$ cat src/rtl/imem_loader.sv
`default_nettype none
// ============================================================================
// imem_loader : boot loader, host byte stream -> instruction-memory words
// Revision    : 1.0
// ============================================================================
module imem_loader #(
    parameter int ADDR_W    = 10,
    parameter int MAX_WORDS = 1024
) (
    input  logic              clk,
    input  logic              rst,
    input  logic              load_req,
    input  logic              in_valid,
    input  logic [7:0]        in_data,
    output logic              in_ready,
    output logic              im_we,
    output logic [ADDR_W-1:0] im_addr,
    output logic [31:0]       im_wdata,
    output logic              cpu_rst,
    output logic              busy,
    output logic              done,
    output logic              err,
    output logic [ADDR_W:0]   word_cnt
);

    localparam logic [2:0] S_HDR_HI = 3'd0;
    localparam logic [2:0] S_HDR_LO = 3'd1;
    localparam logic [2:0] S_DATA   = 3'd2;
    localparam logic [2:0] S_CSUM   = 3'd3;
    localparam logic [2:0] S_RUN    = 3'd4;
    localparam logic [2:0] S_ERR    = 3'd5;

    logic [2:0]  state;
    logic [2:0]  state_nx;
    logic [7:0]  n_hi;
    logic [15:0] n_words;
    logic [1:0]  byte_idx;
    logic [23:0] word_sr;
    logic [7:0]  csum;

    logic        accept;
    logic [15:0] hdr_n;
    logic [15:0] cnt_ext;
    logic        last_byte;
    logic        final_word;

    assign accept     = in_valid && in_ready;
    assign hdr_n      = {n_hi, in_data};
    assign cnt_ext    = 16'(word_cnt);
    assign last_byte  = (byte_idx == 2'd3);
    // word_cnt still holds the pre-increment count while the last byte is taken
    assign final_word = ((cnt_ext + 16'd1) == n_words);

    always_ff @(posedge clk or negedge rst) begin
        if (!rst) begin
            state <= S_HDR_HI;
        end else begin
            state <= state_nx;
        end
    end

    always_comb begin
        state_nx = state;
        if (load_req) begin
            state_nx = S_HDR_HI;
        end else if (accept) begin
            case (state)
                S_HDR_HI: state_nx = S_HDR_LO;
                S_HDR_LO: begin
                    if (hdr_n > 16'(MAX_WORDS)) begin
                        state_nx = S_ERR;
                    end else if (hdr_n == 16'd0) begin
                        state_nx = S_CSUM;
                    end else begin
                        state_nx = S_DATA;
                    end
                end
                S_DATA: begin
                    if (last_byte && final_word) begin
                        state_nx = S_CSUM;
                    end
                end
                S_CSUM:  state_nx = (csum == in_data) ? S_RUN : S_ERR;
                default: state_nx = state;
            endcase
        end
    end

    always_comb begin
        in_ready = 1'b0;
        cpu_rst  = 1'b1;
        busy     = 1'b0;
        done     = 1'b0;
        err      = 1'b0;
        case (state)
            S_HDR_HI: in_ready = !load_req;
            S_HDR_LO, S_DATA, S_CSUM: begin
                in_ready = !load_req;
                busy     = 1'b1;
            end
            S_RUN: begin
                cpu_rst = 1'b0;
                done    = 1'b1;
            end
            S_ERR:   err = 1'b1;
            default: in_ready = 1'b0;
        endcase
    end

    always_ff @(posedge clk or negedge rst) begin
        if (!rst) begin
            n_hi     <= 8'd0;
            n_words  <= 16'd0;
            byte_idx <= 2'd0;
            word_sr  <= 24'd0;
            csum     <= 8'd0;
            word_cnt <= '0;
            im_we    <= 1'b0;
            im_addr  <= '0;
            im_wdata <= 32'd0;
        end else begin
            im_we <= 1'b0;
            if (load_req) begin
                byte_idx <= 2'd0;
                word_sr  <= 24'd0;
                csum     <= 8'd0;
                word_cnt <= '0;
                n_words  <= 16'd0;
            end else if (accept) begin
                case (state)
                    S_HDR_HI: n_hi <= in_data;
                    S_HDR_LO: n_words <= hdr_n;
                    S_DATA: begin
                        csum     <= csum ^ in_data;
                        byte_idx <= byte_idx + 2'd1;
                        word_sr  <= {word_sr[15:0], in_data};
                        if (last_byte) begin
                            im_we    <= 1'b1;
                            im_addr  <= word_cnt[ADDR_W-1:0];
                            im_wdata <= {word_sr, in_data};
                            if (cnt_ext < n_words) begin
                                word_cnt <= word_cnt + (ADDR_W+1)'(1);
                            end
                        end
                    end
                    default: ;
                endcase
            end
        end
    end

endmodule
`default_nettype wire
$ cat config.mk
export PLATFORM = sky130hd
export DESIGN_NAME = imem_loader
export DESIGN_NICKNAME = d
export VERILOG_FILES = /design/src/rtl/imem_loader.sv
export SDC_FILE = /design/constraint.sdc
export NUM_CORES = 1
export LEC_CHECK = 0
export CAP_MARGIN = 20
export CORE_AREA = 10 10 106 108
export CTS_BUF_LIST = sky130_fd_sc_hd__clkbuf_8
export CTS_CLUSTER_DIAMETER = 150
export CTS_CLUSTER_SIZE = 40
export DETAILED_ROUTE_END_ITERATION = 6
export DIE_AREA = 0 0 116 118
export GPL_ROUTABILITY_DRIVEN = 0
export PLACE_DENSITY = 0.87
export SYNTH_ARGS = -nofsm -noshare
export SYNTH_HDL_FRONTEND = slang
export SYNTH_SLANG_ARGS = --single-unit
export TNS_END_PERCENT = 50
$ cat constraint.sdc
create_clock -name clk -period 7 [get_ports clk]
set_input_delay 1.75 -clock clk [delete_from_list [all_inputs] [get_ports clk]]
set_output_delay 1.75 -clock clk [all_outputs]
set_load 0.02 [all_outputs]
==> results of run 1 <==
power breakdown:
group | switching (mW) | total [mW] | internal [mW]
registers | 0.0197 | 0.702 | 0.682
logic | 0.0610 | 0.101 | 0.0403
clock network | 0.287 | 0.616 | 0.328
per-stage QoR:
stage	power [mW]	hold WS [ns]	util, %	cell area [um2]
after floorplan	0.766	0.462	-	5360
after global placement	0.807	0.465	66.9	6090
after detailed placement	0.813	0.480	66.9	6090
after CTS	1.42	0.496	71.3	6490
after global routing	1.47	0.507	71.3	6490
final	1.42	0.493	71.3	6490
placed cells by master, fill, tap and decap left out, types with 3 or more instances in the layout:
cell type / netlist / layout
ha_1: 13 / 13
and2_1: 3 / 3
nor4_1: 7 / 7
a31oi_1: 4 / 4
xnor2_1: 15 / 15
xor2_1: 13 / 13
nand2_1: 44 / 44
a21o_1: 3 / 3
and3_1: 3 / 3
o21ai_0: 20 / 20
inv_1: 17 / 17
nand3b_1: 3 / 3
a21oi_1: 14 / 14
nand3_1: 10 / 10
o211ai_1: 3 / 3
dfrtp_1: 115 / 115
clkinv_2: 0 / 3
mux2_2: 49 / 49
buf_4: 1 / 5
clkbuf_8: 0 / 18
clkinv_4: 0 / 4
nor2_1: 27 / 26
nor2b_1: 3 / 3
o31ai_1: 12 / 12
and4_1: 4 / 4
clkdlybuf4s50_1: 0 / 69
nand4_1: 5 / 5
inv_6: 0 / 3
a22o_1: 27 / 27
or3_1: 3 / 3
Yosys cell counts (all sizes together), types with 4 or more instances:
cell	instances
dfrtp	115
mux2	49
nand2	44
a22o	27
nor2	27
o21ai	20
clkbuf	18
inv	17
a21oi	15
xnor2	15
buf	14
ha	13
xor2	13
o31ai	12
nand3	10
nor4	7
nand4	5
a31oi	4
and4	4
path summary, 6_finish.rpt:
| check | start | end | slack (ns) |
|---|---|---|---|
| hold reg to reg | im_addr[4]$_DFFE_PN0P_ | im_addr[4]$_DFFE_PN0P_ | 0.49 |
| setup reg to reg | state[1]$_DFFE_PN0P_ | im_wdata[13]$_DFFE_PN0P_ | 4.25 |
| max in group asynchronous | rst | byte_idx[0]$_DFFE_PN0P_ | 4.41 |
| setup / recovery | load_req | in_ready | 1.97 |
| hold / removal | im_addr[4]$_DFFE_PN0P_ | im_addr[4]$_DFFE_PN0P_ | 0.49 |
| min in group asynchronous | rst | n_words[10]$_DFFE_PN0P_ | 1.33 |
area by class of cell:
cell class              count  area share [%]
clock buffers              18            3.82
clock inverters            14            2.33
inverters                  17           0.983
multi-input cells         312            35.2
flip-flops and latches    115            44.3
well taps                 111            2.14
repair buffers             74            11.2
critical path, stage by stage:
cell             delay [ns]
clkdlybuf4s50_1        0.45
buf_4                  0.37
nor2_1                 0.13
clkdlybuf4s50_1        0.58
logic make-up (layout without fill, tap and decap cells):
kind of cell             count (synthesis)  after routing  share of synthesized area, %
adder cells (fa/ha/maj)                 13             13                          3.03
multiplexers                            49             49                          10.3
AND/OR/NAND/NOR                        126            126                          11.9
buffers and inverters                   49            123                          3.78
AO/OA/AOI/OAI                           96             96                          12.7
XOR/XNOR                                28             28                          4.57
flip-flops                             115            115                          53.7
layer usage:
metal | vias up | part of all wire, % | GRT usage, % | routed length [um]
met5 | - | 0 | 0 | 0
li1 | 1830 | - | - | -
met1 | 2003 | 40 | 23.8 | 5270
met3 | 40 | 7.6 | 5.56 | 991
met2 | 205 | 49 | 29.9 | 6410
met4 | 0 | 2.7 | 8.29 | 348
sequential cells by signal (all words and copies together), names as in the netlist:
signal    count
byte_idx      2
im_wdata     32
word_cnt     11
n_hi          8
im_we         1
im_addr      10
word_sr      24
csum          8
state         3
n_words      16
==> summary.md, run 1 <==
| Metric | Value |
|---|---|
| Synth top area share | between 50% and 60% |
| Yosys warning count | 0 |
| P&R area growth vs syn | 21.1% |
| CTS tree | built |
| Core area | 9110 um2 |
| Port Buffer Count | 70 |
| Final Critical Period | 5.03 ns |
| Reg2Reg Depth | 6 |
| Initial antenna violation count | 0 |
| Clock Sinks | 115 |
| Synth Area per Inst | 11.3 um2 |
| Hold crit path type | flop to flop |
| Top Ports | 71 |
| Vias after detailed routing | 4078 |
| Total grt overflow | 0 |
| Peak supply drop | 0.000182 V |
| Crit. End Element | output pin |
| Initial core utilization | 58.9% |
| Area leader, netlist | dfrtp_1 |
| Worst setup margin | 1.97 ns |
| EDFF count, synth | 0 |
| Total Die Area | 13700 um2 |
| Vias in the first global route | ~4k |
| Setup Total Neg Slack | 0 ns |
| Clock Skew | roughly 0.012 ns |
| Hold depth | 2 |
| Synth cell types | slightly above 50 |
| Height of the die | between 100 and 150 um |
| Clk_lat worst skew | 0.44 ns |
| CTS clk-pin slew, worst paths | 0.07 ns |
| Final Hold Fails | 0 |
| Synth async-reset ratio | 100% |
| Fillers | between 600 and 700 |
| Synth Flop Type | dfrtp_1 |
| Post-Syn Area | 5360 um2 |
| Synthesized net count | 501 |
| Antenna cells | 0 |
| Max Cap Violations | 0 |
| Pre-Repair DR Iteration Count | 7 |
| Root Buffer Master | clkbuf_8 |
| Tightest Pin Transition | 1.04 ns |
| Hold_buf cts | 0 |
| Place WS | 1.98 ns |
| FF+latch area | 2880 um2 |
| Maximum fanout along the worst path | 40 |
| Failing checks | DRC |
| Starting DRT DRC Count | 369 |
| Final non-filler cell total | 661 |
| FP Rows | 35 |
| Multi-input gate area | 2280 um2 |
| First-pass GRT wire length | 20900 um |
| H-tree Lvls | 4 |
| Ranking of synthesized cells by area | dfrtp_1, mux2_2, a22o_1, nand2_1, ha_1 |
| Nature of the critical path startpoint | input pin |
| Layout cells sized above 1 | 16.9% |
| Slew Limit Fails | 0 |
| Worst Path Required | 5.25 ns |
| Setup Fix Bufs, Post-CTS | 0 |
| Vias per Instance | approximately 6.2 |
| Fin crit share | 71.9% |
| Drt total wl | around 13000 um |
| Register area share after synthesis | approximately 54% |
| Final setup fails | 0 |
| Total GRT Usage | between 10% and 20% |
| Cell Pwr Density | between 200 and 250 nW/um2 |
| Placed Instances | 629 |
| Die Wd | between 100 and 150 um |
| Outcome | complete, but fails checks |
| Remaining DRCs | 1 |
| Synth Register Bits | ~120 |
| RSZ-0062 raised after global routing | no |
| Pin count of the biggest net entering global routing | 67 |
| Leakage | 2.91 nW |
| Final-stage net count | 562 |
| Worst Path Arrival | 3.28 ns |
| Post-DP HPWL | 8640 um |
| ANT nets after route | 0 |
| Cells after Synth | 476 |
| Fmax | 199 MHz |
| Slew headroom | between 30% and 40% |
| Cts bufs inserted | 17 |
| CTS Buffer Depth | 2 |
| # resized after CTS | 0 |
| CP Class | input pin to output pin |
| Drt wl/cell | around 20 um |
(Power assumes the default switching activity.)
==> run 2: changes to the inputs <==
--- a/config.mk
+++ b/config.mk
@@ -6,14 +6,14 @@
 export NUM_CORES = 1
 export LEC_CHECK = 0
 export CAP_MARGIN = 20
-export CORE_AREA = 10 10 106 108
+export CORE_AREA = 10 10 113 115
 export CTS_BUF_LIST = sky130_fd_sc_hd__clkbuf_8
 export CTS_CLUSTER_DIAMETER = 150
 export CTS_CLUSTER_SIZE = 40
 export DETAILED_ROUTE_END_ITERATION = 6
-export DIE_AREA = 0 0 116 118
+export DIE_AREA = 0 0 123 125
 export GPL_ROUTABILITY_DRIVEN = 0
-export PLACE_DENSITY = 0.87
+export PLACE_DENSITY = 0.81
 export SYNTH_ARGS = -nofsm -noshare
 export SYNTH_HDL_FRONTEND = slang
 export SYNTH_SLANG_ARGS = --single-unit
==> constraint.sdc (replaced) <==
create_clock -name clk -period 4.2 [get_ports clk]
set_input_delay 1.05 -clock clk [delete_from_list [all_inputs] [get_ports clk]]
set_output_delay 1.05 -clock clk [all_outputs]
set_load 0.02 [all_outputs]
==> run 2 against run 1 <==
The flow now finishes without violations. Global-route usage fell by 2.3 points. Register-to-register slack worse by 2.6 ns. First-iteration DRC count shrank 21%. Flip-flop and latch count unchanged. Combinational power rose by 64%.
==> summary.md, run 2 (synthesis results as in run 1) <==
| Metric | Value |
|---|---|
| Outcome | finished, final reports clean (was complete, but fails checks) |
| ANT nets after route | 0 (unchanged) |
| Final Critical Period | 3.42 ns |
| Clock Skew | 0.0107 ns (was 0.0122 ns) |
| Slew headroom | 44.7% (was 30.8%) |
| Hold depth | 2 (unchanged) |
| P&R area growth vs syn | 21.6% (was 21.1%) |
| Final Hold Fails | 0 (unchanged) |
| Port Buffer Count | 70 (unchanged) |
| Hold_buf cts | 0 (unchanged) |
| Maximum fanout along the worst path | 3 (was 40) |
| Core area | 10600 um2 (was 9110 um2) |
| Clk_lat worst skew | 0.44 ns (about the same) |
| Final-stage net count | 564 (was 562) |
| Reg-to-reg slack, setup | 1.65 ns (was 4.25 ns) |
| Max reg flops | 32 (unchanged) |
| Vias after detailed routing | 4043 (was 4078) |
| Drt total wl | 12600 um (was 13000 um) |
| Leading cell types in the layout, fill and taps excluded | dfrtp_1, clkdlybuf4s50_1, mux2_2 (unchanged) |
| Nature of the critical path startpoint | input pin (unchanged) |
| Peak supply drop | 0.000290 V (was 0.000182 V) |
| Die Wd | 123 um (was 116 um) |
| Worst Path Arrival | 2.37 ns (was 3.28 ns) |
| Pre-Repair DR Iteration Count | 5 (was 7) |
| Cell Pwr Density | 353 nW/um2 (was 219 nW/um2) |
| WHS Endpoint | im_addr[4]$_DFFE_PN0P_ (unchanged) |
| Total Die Area | 15400 um2 (was 13700 um2) |
| Overall power | 2.30 mW (was 1.42 mW) |
| Reg2Reg Depth | 7 (was 6) |
| Setup Total Neg Slack | 0 ns (unchanged) |
| Fin crit share | 81.4% |
| Final non-filler cell total | 692 (was 661) |
| First-pass GRT wire length | 20800 um (was 20900 um) |
| Remaining DRCs | 0 (was 1) |
| CTS clk-pin slew, worst paths | 0.07 ns (about the same) |
| Pin count of the biggest net entering global routing | 70 (was 67) |
| Cts bufs inserted | 17 (unchanged) |
| CTS Buffer Depth | 2 (unchanged) |
| Total grt overflow | 0 (unchanged) |
| CP Class | input pin to output pin (unchanged) |
| Slew Limit Fails | 0 (unchanged) |
| Register name with the most flops | im_wdata (unchanged) |
| H-tree Lvls | 4 (unchanged) |
| Antenna cells | 0 (unchanged) |
| Post-DP HPWL | 8620 um (was 8640 um) |
| Layout Cell Area excl Fill | 6520 um2 (was 6490 um2) |
| Util after Layout | 61.5% (was 71.3%) |
| Root Buffer Master | clkbuf_8 (unchanged) |
| Drt wl/cell | 18.2 um (was 19.7 um) |
| # resized after CTS | 0 (unchanged) |
| CP bufs+invs | 2 (was 3) |
| Final setup fails | 0 (unchanged) |
| Height of the die | 125 um (was 118 um) |
| Vias per Instance | 5.84 (was 6.17) |
| Tightest Pin Transition | 0.830 ns (was 1.04 ns) |
| Max Cap Violations | 0 (unchanged) |
| Commonest non-fill, non-tap cell in the layout | dfrtp_1 (unchanged) |
| Worst flop-to-flop path endpoint | state[0]$_DFFE_PN0P_ (was im_wdata[13]$_DFFE_PN0P_) |
| Multi-input gate area | 2280 um2 (about the same) |
| Layout cells sized above 1 | 17.0% (was 16.9%) |
| CP max stage delay | 0.65 ns (was 0.58 ns) |
| Initial core utilization | 50.6% (was 58.9%) |
| CP max-delay cell | clkdlybuf4s50_1 (unchanged) |
| Clock Sinks | 115 (unchanged) |
| Reg2reg start | word_cnt[1]$_DFFE_PN0P_ (was state[1]$_DFFE_PN0P_) |
| Placed Instances | 660 (was 629) |
| Top Ports | 71 (unchanged) |
| Hold path start | im_addr[4]$_DFFE_PN0P_ (unchanged) |
| Most frequent cell on the critical path | clkdlybuf4s50_1 (unchanged) |
| Setup Fix Bufs, Post-CTS | 0 (unchanged) |
| Fmax | 293 MHz |
| CTS tree | built (unchanged) |
| Crit. End Element | output pin (unchanged) |
| Starting DRT DRC Count | 290 (was 369) |
| Area after DPL | 6140 um2 (was 6090 um2) |
| Vias in the first global route | 4006 (was 4008) |
| FP Rows | 38 (was 35) |
| Worst path cell trace | clkdlybuf4s50_1 > nor2_1 > clkdlybuf4s50_1 (was clkdlybuf4s50_1 > buf_4 > nor2_1 > clkdlybuf4s50_1) |
| FF+latch area | 2880 um2 (unchanged) |
| Hold crit path type | flop to flop (unchanged) |
| Largest registers | im_wdata: 32 flops, word_sr: 24 flops, n_words: 16 flops (unchanged) |
| Initial antenna violation count | 0 (unchanged) |
| Total GRT Usage | 16.8% (was 19.1%) |
| RSZ-0062 raised after global routing | no (unchanged) |
| Leakage | 2.91 nW (about the same) |
| Worst Path Required | 3.15 ns (was 5.25 ns) |
| Fillers | 835 (was 611) |
| Cell family with most CP delay | buffers and inverters (unchanged) |
-- run 2: how the worst max path moves through the flow --
stage                         from                      to  depth (start not counted)
after global routing      load_req                in_ready                          3
final                     load_req                in_ready                          3
after CTS                 load_req                in_ready                          3
after global placement    load_req                in_ready                          3
after detailed placement  load_req                in_ready                          3
after floorplan           load_req  im_addr[8]$_DFFE_PN0P_                          7
-- run 2: stage by stage --
| step | hold slack [ns] | setup WS (ns) |
|---|---|---|
| after floorplan | 0.462 | 1.64 |
| after global placement | 0.462 | 0.785 |
| after detailed placement | 0.476 | 0.807 |
| after CTS | 0.493 | 0.777 |
| after global routing | 0.519 | 0.720 |
| final | 0.490 | 0.783 |
-- run 2: layout make-up --
class | instances | share of cell area [%]
well taps | 140 | 2.69
clock buffers | 18 | 3.80
multi-input cells | 312 | 35.0
clock inverters | 14 | 1.98
inverters | 17 | 0.979
flip-flops and latches | 115 | 44.2
repair buffers | 76 | 11.4
-- run 2: routing by layer --
metal | share of wire, % | GRT usage, % | wire length (um) | vias up
met5 | 0 | 0 | 0 | -
met4 | 1.4 | 5.76 | 173 | 0
met3 | 7.4 | 4.73 | 937 | 19
met2 | 49 | 27.0 | 6180 | 152
met1 | 42 | 21.3 | 5300 | 2033
li1 | - | - | - | 1839
-- run 2: power by group --
group | total (mW) | leakage, nW | internal [mW] | switching (mW)
clock network | 0.969 | 0.186 | 0.487 | 0.482
registers | 1.17 | 1.59 | 1.14 | 0.0294
logic | 0.166 | 1.14 | 0.0682 | 0.0979
total | 2.30 | 2.91 | 1.69 | 0.609
-- run 2: worst register-to-register path, cell delays in order, from the launching register on --
cell and delay, ns:
dfrtp_1 0.51, ha_1 0.35, and4_1 0.41, nand4_1 0.24, nor4_1 0.34, o211ai_1 0.13
o41a_1 0.41, nor2_1 0.11
